[src/rtl/backward_sequencer.sv]
// Control FSM sequencing one DQN backward pass: Qt, maxQt1, delta3, delta2 and gradient phases.
// Optional macro BWD_STALL_EN makes the stall input freeze the active phases.
module backward_sequencer #(
    parameter int PH_LEN   = 2,
    parameter int MAX_STEP = 16,
    parameter int GOAL_ST  = 15
) (
    input  logic       clk,
    input  logic       rst,
    input  logic       start,
    input  logic [1:0] act_in,
    input  logic [3:0] st_in,
    input  logic [3:0] st1_in,
    input  logic       stall,
    output logic       busy,
    output logic       done,
    output logic       grad_valid,
    output logic [3:0] controller,
    output logic [3:0] step,
    output logic [1:0] act,
    output logic [3:0] st,
    output logic [3:0] st1
);

    // State encoding doubles as the controller phase code seen by the datapath.
    localparam logic [3:0] IDLE   = 4'd0;
    localparam logic [3:0] QT     = 4'd1;
    localparam logic [3:0] MAXQ   = 4'd6;
    localparam logic [3:0] DELTA3 = 4'd7;
    localparam logic [3:0] DELTA2 = 4'd8;
    localparam logic [3:0] GRAD   = 4'd9;
    localparam logic [3:0] DONE   = 4'd10;

    localparam logic [3:0] PH_LAST   = 4'(PH_LEN - 1);
    localparam logic [3:0] STEP_LAST = 4'(MAX_STEP - 1);
    localparam logic [3:0] GOAL      = 4'(GOAL_ST);

    logic [3:0] state_reg;
    logic [3:0] state_next;
    logic [3:0] phase_reg;
    logic [3:0] phase_next;
    logic       stall_eff;

`ifdef BWD_STALL_EN
    assign stall_eff = stall;
`else
    logic unused_stall;
    assign unused_stall = stall;
    assign stall_eff    = 1'b0;
`endif

    assign controller = state_reg;

    always_comb begin
        state_next = state_reg;
        phase_next = phase_reg;
        case (state_reg)
            IDLE: begin
                if (start) begin
                    state_next = QT;
                    phase_next = 4'd0;
                end
            end
            QT, MAXQ, DELTA3, DELTA2, GRAD: begin
                if (!stall_eff) begin
                    if (phase_reg == PH_LAST) begin
                        phase_next = 4'd0;
                        case (state_reg)
                            QT:      state_next = MAXQ;
                            MAXQ:    state_next = DELTA3;
                            DELTA3:  state_next = DELTA2;
                            DELTA2:  state_next = GRAD;
                            default: state_next = DONE;
                        endcase
                    end else begin
                        phase_next = phase_reg + 4'd1;
                    end
                end
            end
            DONE: begin
                state_next = IDLE;
                phase_next = 4'd0;
            end
            // Unused encodings fall back to IDLE rather than lock up.
            default: begin
                state_next = IDLE;
                phase_next = 4'd0;
            end
        endcase
    end

    always_ff @(posedge clk or negedge rst) begin
        if (!rst) begin
            state_reg  <= IDLE;
            phase_reg  <= 4'd0;
            busy       <= 1'b0;
            done       <= 1'b0;
            grad_valid <= 1'b0;
            step       <= 4'd0;
            act        <= 2'd0;
            st         <= 4'd0;
            st1        <= 4'd0;
        end else begin
            state_reg  <= state_next;
            phase_reg  <= phase_next;
            busy       <= (state_next != IDLE);
            done       <= (state_next == DONE);
            grad_valid <= (state_next == GRAD) && (phase_next == PH_LAST);
            if ((state_reg == IDLE) && start) begin
                act <= act_in;
                st  <= st_in;
                st1 <= st1_in;
            end
            // Step advances only when a pass actually completes; goal ends the episode.
            if (state_reg == DONE) begin
                if (st1 == GOAL) begin
                    step <= 4'd0;
                end else if (step == STEP_LAST) begin
                    step <= 4'd0;
                end else begin
                    step <= step + 4'd1;
                end
            end
        end
    end

endmodule

[config.mk]
export PLATFORM = sky130hd
export DESIGN_NAME = backward_sequencer
export DESIGN_NICKNAME = d
export VERILOG_FILES = /design/src/rtl/backward_sequencer.sv
export SDC_FILE = /design/constraint.sdc
export NUM_CORES = 1
export LEC_CHECK = 0
export ABC_CLOCK_PERIOD_IN_PS = 2410
export BUFFER_PORTS_ARGS = -buffer_cell sky130_fd_sc_hd__buf_2
export CAP_MARGIN = 5
export CORE_MARGIN = 4
export CORE_UTILIZATION = 31
export CTS_CLUSTER_SIZE = 20
export DETAILED_ROUTE_END_ITERATION = 10
export HOLD_SLACK_MARGIN = 0.03
export PLACE_DENSITY = 0.59
export SLEW_MARGIN = 25
export SYNTH_ARGS = -nofsm -noshare
export SYNTH_HDL_FRONTEND = slang
export SYNTH_SLANG_ARGS = --single-unit
[constraint.sdc]
create_clock -name clk -period 2.41 [get_ports clk]
set_clock_uncertainty 0.2 [all_clocks]
set_input_delay 0 -clock clk [delete_from_list [all_inputs] [get_ports clk]]
set_output_delay 0 -clock clk [all_outputs]
set_load 0.05 [all_outputs]
==> impl_metrics.toml, run 1 <==
[layout]
antenna_cells = 0
fillerInstances = 334
area_growth_pct = 33.2
layout.nets = 166
design_area_um2 = 1540
drive_gt1_share_pct = 31.1

[clock_tree]
cts_made_buffers = 3
htree_levels = 1
cts_buffer_depth = 2
tritoncts = "yes"
cts-resized-gates = 0
clkSinkCount = 25
worstSkewPairLatency_ns = 0.26
path_clk_slew_ns = 0.08
cts_root_buffer = "clkbuf_8"

[floorplan]
dieArea_um2 = 4760
ioPinCount = 35
start_util_pct = 33.2
fp.dieW_um = 69.0
coreArea_um2 = 3470
die_height_um = 69.0
rows = 21

[detailed_routing]
firstDrtPassIters = 4
dr_wl_met2_mm = 1.22
top_layer = "met4"
antenna_left = 0
drt_wl_total_mm = 2.40
met1Wirelength_mm = 1.01
routedWlPerCell_um = 12.4
vias_per_cell = 4.73
first_iter_violations = 16
routed-wl-met3_um = 154
drc = 0
route.vias.total = 918

[worst_setup_path]
critPathMaxStageDelay_ns = 0.45
crit_chain = "inv_1, ha_1, nor3b_1, a22oi_1, a2111oi_2"
regToRegSetupSlack_ns = 0.49
worstRegToRegCells = 5
startpoint_type = "flip-flop"
timing.critical_path.fanout_max = 5
slowest_stage = "nor3b_1"
crit_required_ns = 2.35
r2r-end = "grad_valid$_DFF_PN0_"
cp-end-kind = "flip-flop"
crit_start = "phase_reg[1]$_DFF_PN0_"
path_class = "flip-flop to flip-flop"
worst_ep_arrival_time_ns = 1.87
r2r-start = "phase_reg[1]$_DFF_PN0_"
cp-endpoint = "grad_valid$_DFF_PN0_"

[sta]
rsz0062_at_grt = "no"
slew_viol_final = 0
fin_crit_sh_pct = 79.9
setup_viol = 0
tightest_slew_ns = 0.542
final.setup.tns_ns = 0
post-route-min-period_ns = 1.92
slew_headroom_pct = 63.9
fmax_mhz = 520
final_hold_viol_count = 0

[yosys]
synth_edf_count = 0
synth.most_common_cell = "dfrtp_1"
syn_avg_cell_area_um2 = 11.5
ys_types = 27
synth-seq-cells = 25
yosys-top-cells-count = "dfrtp_1 (25), mux2_2 (9), nand2_1 (9)"
synthTopCellsByArea = "dfrtp_1 (54%), mux2_2 (8.8%), mux2i_1 (3.5%)"
syn_inst = 100
synth_flop_cell = "dfrtp_1"
seq_area_frac_synth_pct = 54.3
syn_area_um2 = 1150
syn_nets = 117
async_flop_share_pct = 100
ys_warn_count = 0
synth_top_area_share_pct = 54.3
synth_area_leader_cell = "dfrtp_1"

[placed_design]
dpl-instance-area_um2 = 1370
place_congestion = 0.764
port_buffers = 33
dp_hpwl_mm = 1.72

[grt]
grt_pass1_vias = 913
grt_overflow = 0
grt_pass1_wl_mm = 3.84
grt_start_max_net_pins = 26
antenna_found_initial = 0
grt_usage_pct = 10.5

[power]
ir_worst_vdd_mv = 0.309
power_density_nw_per_um2 = 1280
power.leakage_uw = 0.000739

[worst_hold_path]
hold_path.class = "primary input to async pin"

[job]
cap_violations = 0

[outcome]
outcome = "finished clean"
worst max-delay path, delay by kind of cell, from the launching register on:
family / cells / cell delay [ns]
adder cells (fa/ha/maj): 1 / 0.14
buffers and inverters: 1 / 0.07
AND/OR/NAND/NOR: 1 / 0.45
flip-flops: 1 / 0.41
AO/OA/AOI/OAI: 2 / 0.55
cells by family (layout without fill, tap and decap cells):
logic type / after synthesis / after routing / share of synthesized area, %
simple gates: 35 / 35 / 16.6
mux: 14 / 14 / 13.2
buf+inv: 4 / 52 / 1.41
compound gates: 17 / 17 / 9.66
xor+xnor: 2 / 2 / 1.52
flops: 25 / 25 / 54.3
fa+ha+maj: 3 / 3 / 3.26
final cells by class:
type / instances / area, µm² / share of cell area, %
sequential: 25 / 626 / 40.7
timing repair buffer: 45 / 285 / 18.6
multi-input combinational: 71 / 510 / 33.3
clock buffer: 4 / 45.0 / 2.93
tap: 46 / 57.6 / 3.75
inverter: 3 / 11.3 / 0.733
timing repair:
item / 4_1_cts / 5_1_grt
setup buffers: 0 / 0
hold endpoints to repair: 36 / 0
hold buffers: 12 / 0
where the power goes:
group	switching, µW	internal (µW)	leakage, µW
Combinational	728	314	0.000397
Sequential	122	563	0.000319
Clock	119	118	0.0000228
per-layer routing:
metal / track usage [%] / up-vias
met2: 20.4 / 24
li1: - / 456
met3: 1.94 / 2
met4: 2.92 / 0
met1: 11.5 / 436
met5: 0 / -
worst min path at each step:
stage / start / to / slack (ns) / cells past startpoint
2_1_floorplan: rst / act[0]$_DFFE_PN0P_ / -0.50 / 0
3_3_place_gp: rst / step[2]$_DFFE_PN0N_ / -0.19 / 1
3_5_place_dp: rst / step[2]$_DFFE_PN0N_ / -0.18 / 1
4_1_cts: rst / st1[1]$_DFFE_PN0P_ / 0.07 / 2
5_1_grt: rst / st1[1]$_DFFE_PN0P_ / 0.14 / 2
6_report: rst / step[2]$_DFFE_PN0N_ / 0.05 / 2
through the flow:
| step | hold slack, ns | setup slack, ns | util (%) | total power, µW | cells |
|---|---|---|---|---|---|
| detailed placement | -0.176 | 0.469 | 39.5 | 1730 | 178 |
| finish | 0.0485 | 0.485 | 44.3 | 1960 | 194 |
| CTS | 0.0677 | 0.453 | 44.3 | 1980 | 194 |
| floorplan | -0.496 | 0.418 | - | 1490 | 100 |
| global route | 0.143 | 0.284 | 44.3 | 2090 | 194 |
| global placement | -0.187 | 0.497 | 39.5 | 1710 | 178 |
cells in the final DEF (no fill, tap or decap), types with 2 or more instances in the layout:
cell / n
a21oi_1: 5
a22o_1: 2
a22oi_1: 2
and2_1: 2
buf_2: 33
clkbuf_8: 3
dfrtp_1: 25
dlygate4sd3_1: 12
ha_1: 3
inv_1: 3
mux2_2: 9
mux2i_1: 4
nand2_1: 9
nand3_1: 7
nand3b_1: 2
nor2_1: 5
nor3_1: 2
nor3b_1: 3
o21ai_0: 3
o21ai_1: 3
or3b_1: 2
No activity file was read; power rests on OpenSTA's default activity.
==> run 2, diff against run 1 <==
- ABC_AREA: not set -> 1
- ABC_CLOCK_PERIOD_IN_PS: 2410 -> 1810
- PLACE_DENSITY: 0.59 -> 0.58
- clock period: 2.41 -> 1.81 ns (I/O delays scaled with it)
==> impl_metrics.toml, run 2 <==
[grt]
grt_pass1_wl_mm = 4.65
grt_overflow = 0
antenna_found_initial = 0
grt_pass1_vias = 1068
grt_usage_pct = 11.4
grt_start_max_net_pins = 26

[sta]
fin_crit_sh_pct = 94.8
slew_headroom_pct = 62.3
slew_viol_final = 0
setup_viol = 0
tightest_slew_ns = 0.566
final.setup.tns_ns = 0
rsz0062_at_grt = "yes"
whs_ns = 0.0555
fmax_mhz = 583
post-route-min-period_ns = 1.72
final_hold_viol_count = 0
setup_ws_ns = 0.0935

[job]
cap_violations = 0

[detailed_routing]
route.vias.total = 1066
firstDrtPassIters = 4
antenna_left = 0
drc = 0
routedWlPerCell_um = 12.0
vias_per_cell = 4.52
first_iter_violations = 75
drt_wl_total_mm = 2.84

[layout]
final_cell_mix = "buf_2 (33), nand2_1 (28), dfrtp_1 (25)"
multi_input_comb_area_um2 = 567
final_common_cell = "buf_2"
drive_gt1_share_pct = 33.2
layout.nets = 205
area_growth_pct = 31.7
ff_latch_area_um2 = 626
fillerInstances = 379

[worst_setup_path]
cp-end-kind = "flip-flop"
worstRegToRegCells = 10
timing.critical_path.fanout_max = 7
r2r-start = "phase_reg[1]$_DFF_PN0_"
cp-endpoint = "grad_valid$_DFF_PN0_"
startpoint_type = "flip-flop"
path_class = "flip-flop to flip-flop"
crit_start = "phase_reg[1]$_DFF_PN0_"
worst_ep_arrival_time_ns = 1.72
r2r-end = "grad_valid$_DFF_PN0_"
regToRegSetupSlack_ns = 0.09
crit_required_ns = 1.82

[clock_tree]
htree_levels = 1
cts_root_buffer = "clkbuf_8"
clkSinkCount = 25
path_clk_slew_ns = 0.09
cts_buffer_depth = 2
worstSkewPairLatency_ns = 0.27
cts_made_buffers = 3
tritoncts = "yes"

[floorplan]
coreArea_um2 = 3800
ioPinCount = 35
fp.dieW_um = 71.8
die_height_um = 71.8
start_util_pct = 33.2
rows = 22
dieArea_um2 = 5150

[yosys]
synth_area_leader_cell = "dfrtp_1"
syn_avg_cell_area_um2 = 9.21
synth-seq-cells = 25
yosys-top-cells-count = "nand2_1 (28), dfrtp_1 (25), nor2_1 (21)"
seq_area_frac_synth_pct = 49.6
synth_flop_cell = "dfrtp_1"
synthTopCellsByArea = "dfrtp_1 (50%), mux2_4 (9.5%), nand2_1 (8.3%)"
synth.most_common_cell = "nand2_1"
async_flop_share_pct = 100
syn_area_um2 = 1260
ys_warn_count = 0
synth_edf_count = 0
synth_top_area_share_pct = 49.6
syn_inst = 137
syn_nets = 154
ys_types = 19

[placed_design]
port_buffers = 33
place_congestion = 0.908
dp_slack_ns = 0.113
dp_hpwl_mm = 1.97

[power]
power_density_nw_per_um2 = 1960
ir_worst_vdd_mv = 0.830
power.leakage_uw = 0.000884

[worst_hold_path]
hold_path.class = "primary input to async pin"

[outcome]
outcome = "finished clean"
## run 2: where the power goes
part	internal, µW	leakage (µW)	switching (µW)
sequential	773	0.000320	189
combinational	628	0.000539	1320
clock	154	0.0000255	181
## run 2: metrics by stage
step                utilization, %  instances  cell area, µm²  power [µW]
global route                  43.7        235            1660        3460
finish                        43.7        236            1660        3250
global placement              39.0        218            1480        2840
CTS                           43.4        234            1650        3240
floorplan                        -        137            1260        2470
detailed placement            39.0        218            1480        2880
## run 2: cell type report
| type | count | share of cell area [%] |
|---|---|---|
| Multi-Input combinational cell | 95 | 34.1 |
| Timing Repair Buffer | 47 | 18.1 |
| Clock buffer | 3 | 2.48 |
| Clock inverter | 1 | 0.301 |
| Tap cell | 48 | 3.61 |
| Antenna cell | 1 | 0.151 |
| Inverter | 16 | 3.61 |
| Sequential cell | 25 | 37.7 |
## run 2: metal layers
metal,GRT usage (%),vias up,wire length [µm]
li1,-,536,-
met1,14.1,493,1250
met2,17.9,33,1380
met3,2.81,4,170
met4,6.89,0,45
met5,0,-,0
## run 2: how the worst min path moves through the flow
stage | startpoint | endpoint | slack, ns | cells after the start
floorplan | rst | act[0]$_DFFE_PN0P_ | -0.50 | 0
global placement | rst | phase_reg[0]$_DFF_PN0_ | -0.18 | 1
detailed placement | rst | phase_reg[0]$_DFF_PN0_ | -0.17 | 1
CTS | rst | phase_reg[0]$_DFF_PN0_ | 0.06 | 2
global route | rst | act[0]$_DFFE_PN0P_ | 0.15 | 2
finish | rst | controller[1]$_DFF_PN0_ | 0.06 | 2
## run 2: cell families (layout without fill, tap and decap cells)
logic type / after synthesis / in the layout / share of synthesized area (%)
AO/OA/AOI/OAI: 6 / 6 / 2.48
flip-flops: 25 / 25 / 49.6
buffers and inverters: 17 / 67 / 5.65
AND/OR/NAND/NOR: 72 / 72 / 25.2
multiplexers: 10 / 10 / 11.3
other: 0 / 1 / 0
adder cells (fa/ha/maj): 3 / 3 / 2.98
XOR/XNOR: 4 / 4 / 2.78
## run 2: worst max-delay path, stage by stage (launching register included)
cell	delay (ns)
dfrtp_1	0.42
inv_1	0.07
ha_1	0.13
nand2_1	0.08
nor2_4	0.19
nand3_1	0.11
o21ai_0	0.09
nand2_1	0.11
inv_1	0.09
nand2_1	0.07
nor2_2	0.10
## run 2: repair_timing
action	in CTS	in global routing
setup buffers	0	1
setup endpoints to repair	0	3
hold buffers	12	0
endpoints found under the hold margin	40	0
resized for setup	0	1
==> run 3, diff against run 2 <==
--- a/config.mk
+++ b/config.mk
@@ -9,3 +9,3 @@
 export ABC_CLOCK_PERIOD_IN_PS = 1810
-export BUFFER_PORTS_ARGS = -buffer_cell sky130_fd_sc_hd__buf_2
+export BUFFER_PORTS_ARGS = -buffer_cell sky130_fd_sc_hd__buf_4
 export CAP_MARGIN = 5
@@ -17,2 +17,3 @@
 export PLACE_DENSITY = 0.58
+export SETUP_SLACK_MARGIN = 0.4
 export SLEW_MARGIN = 25
==> constraint.sdc (replaced) <==
create_clock -name clk -period 1.81 [get_ports clk]
set_clock_uncertainty 0.2 [all_clocks]
set_input_delay 0.0905 -clock clk [delete_from_list [all_inputs] [get_ports clk]]
set_output_delay 0.0905 -clock clk [all_outputs]
set_load 0.05 [all_outputs]
==> impl_metrics.toml, run 3 (synthesized netlist as in run 2, its figures left out) <==
[floorplan]
die_height_um = 71.8
ioPinCount = 35
coreArea_um2 = 3800
rows = 22
dieArea_um2 = 5150
fp.dieW_um = 71.8
start_util_pct = 33.2

[layout]
drive_gt1_share_pct = 53.1
final_common_cell = "buf_4"
fillerInstances = 341
multi_input_comb_area_um2 = 681
layout.nets = 229
antenna_cells = 0
final_cell_mix = "buf_4 (52), nand2_1 (22), dfrtp_1 (20)"
area_growth_pct = 63.8
stdcell_count = 259
ff_latch_area_um2 = 632

[clock_tree]
cts_made_buffers = 3
worstSkewPairLatency_ns = 0.27
cts_root_buffer = "clkbuf_8"
path_clk_slew_ns = 0.09
htree_levels = 1
cts_buffer_depth = 2
clkSinkCount = 25
tritoncts = "yes"

[detailed_routing]
drc = 0
route.vias.total = 1211
routedWlPerCell_um = 13.4
first_iter_violations = 31
vias_per_cell = 4.68
antenna_left = 0
drt_wl_total_mm = 3.48
firstDrtPassIters = 4

[job]
cap_violations = 0

[worst_setup_path]
worst_ep_arrival_time_ns = 1.65
crit_required_ns = 1.78
critPathMaxStageDelay_ns = 0.46
startpoint_type = "flip-flop"
cp-end-kind = "flip-flop"
crit_chain = "buf_12, nor2_4, buf_4, nand3_1, nand3_2, o21ai_2, nand2_2, inv_2, nand2_1, nor2_2"
critPathTopFamily = "simple AND/OR/NAND/NOR gates"
crit_buf_inv = 3
slowest_stage = "dfrtp_2"
path_class = "flip-flop to flip-flop"
timing.critical_path.fanout_max = 4

[power]
power_density_nw_per_um2 = 2020
ir_worst_vdd_mv = 0.986
power.leakage_uw = 0.00104

[grt]
grt_overflow = 0
grt_pass1_vias = 1240
grt_usage_pct = 13.5
grt_pass1_wl_mm = 5.53
antenna_found_initial = 0
grt_start_max_net_pins = 26

[placed_design]
dp.cells = 217
port_buffers = 33
dp_hpwl_mm = 2.18
place_congestion = 0.846

[sta]
rsz0062_at_grt = "yes"
fin_crit_sh_pct = 93.0
post-route-min-period_ns = 1.68
setup_viol = 0
tightest_slew_ns = 0.313
slew_viol_final = 0
slew_headroom_pct = 79.2
fmax_mhz = 594
final_hold_viol_count = 0
final.setup.tns_ns = 0

[worst_hold_path]
hold_path.class = "primary input to async pin"

[outcome]
outcome = "finished clean"
==> run 3: repair_timing <==
action / CTS / global route
buffers inserted: 12 / 13
resized for setup: 12 / 20
hold endpoints to repair: 39 / 0
setup endpoints to repair: 23 / 24
gates cloned: 1 / 0
hold buffers: 12 / 0
pin swaps: 4 / 14
==> run 3: per-layer routing <==
metal	GRT usage, %	routed length (µm)
met1	14.8	1420
met2	25.2	1840
met3	3.09	179
met4	4.59	39
met5	0	0
==> run 3: area by class of cell <==
type | count | share of cell area (%)
repair buffers | 70 | 28.4
clock buffers | 3 | 2.00
inverters | 16 | 2.91
flip-flops and latches | 25 | 30.6
well taps | 48 | 2.91
multi-input cells | 96 | 32.9
clock inverters | 1 | 0.242
==> run 3: path summary, 6_finish.rpt <==
check	start	end	slack [ns]	cells after the start
max in group asynchronous	rst	step[1]$_DFFE_PN0N_	1.10	2
max	controller[3]$_DFF_PN0_	grad_valid$_DFF_PN0_	0.13	10
min reg2reg	act[1]$_DFFE_PN0P_	act[1]$_DFFE_PN0P_	0.32	1
max reg2reg	controller[3]$_DFF_PN0_	grad_valid$_DFF_PN0_	0.13	10
min	rst	phase_reg[0]$_DFF_PN0_	0.05	2
min in group clk	act[1]$_DFFE_PN0P_	act[1]$_DFFE_PN0P_	0.32	1
==> run 3: where the power goes <==
| part | leakage, µW | internal (µW) | switching, µW |
|---|---|---|---|
| combinational | 0.000704 | 1210 | 1640 |
| clock | 0.0000255 | 154 | 174 |
| sequential | 0.000313 | 784 | 211 |
==> run 3: per-stage QoR <==
stage	instance area, µm²	hold slack [ns]	worst slack, ns	total power [µW]	util (%)
floorplan	1290	-0.405	0.241	2550	-
global placement	1590	-0.191	0.114	3040	41.8
detailed placement	1590	-0.186	0.0748	3090	41.8
CTS	1900	0.0642	0.147	3750	50.1
global route	2070	0.0996	0.0311	4420	54.4
finish	2070	0.0508	0.127	4170	54.4
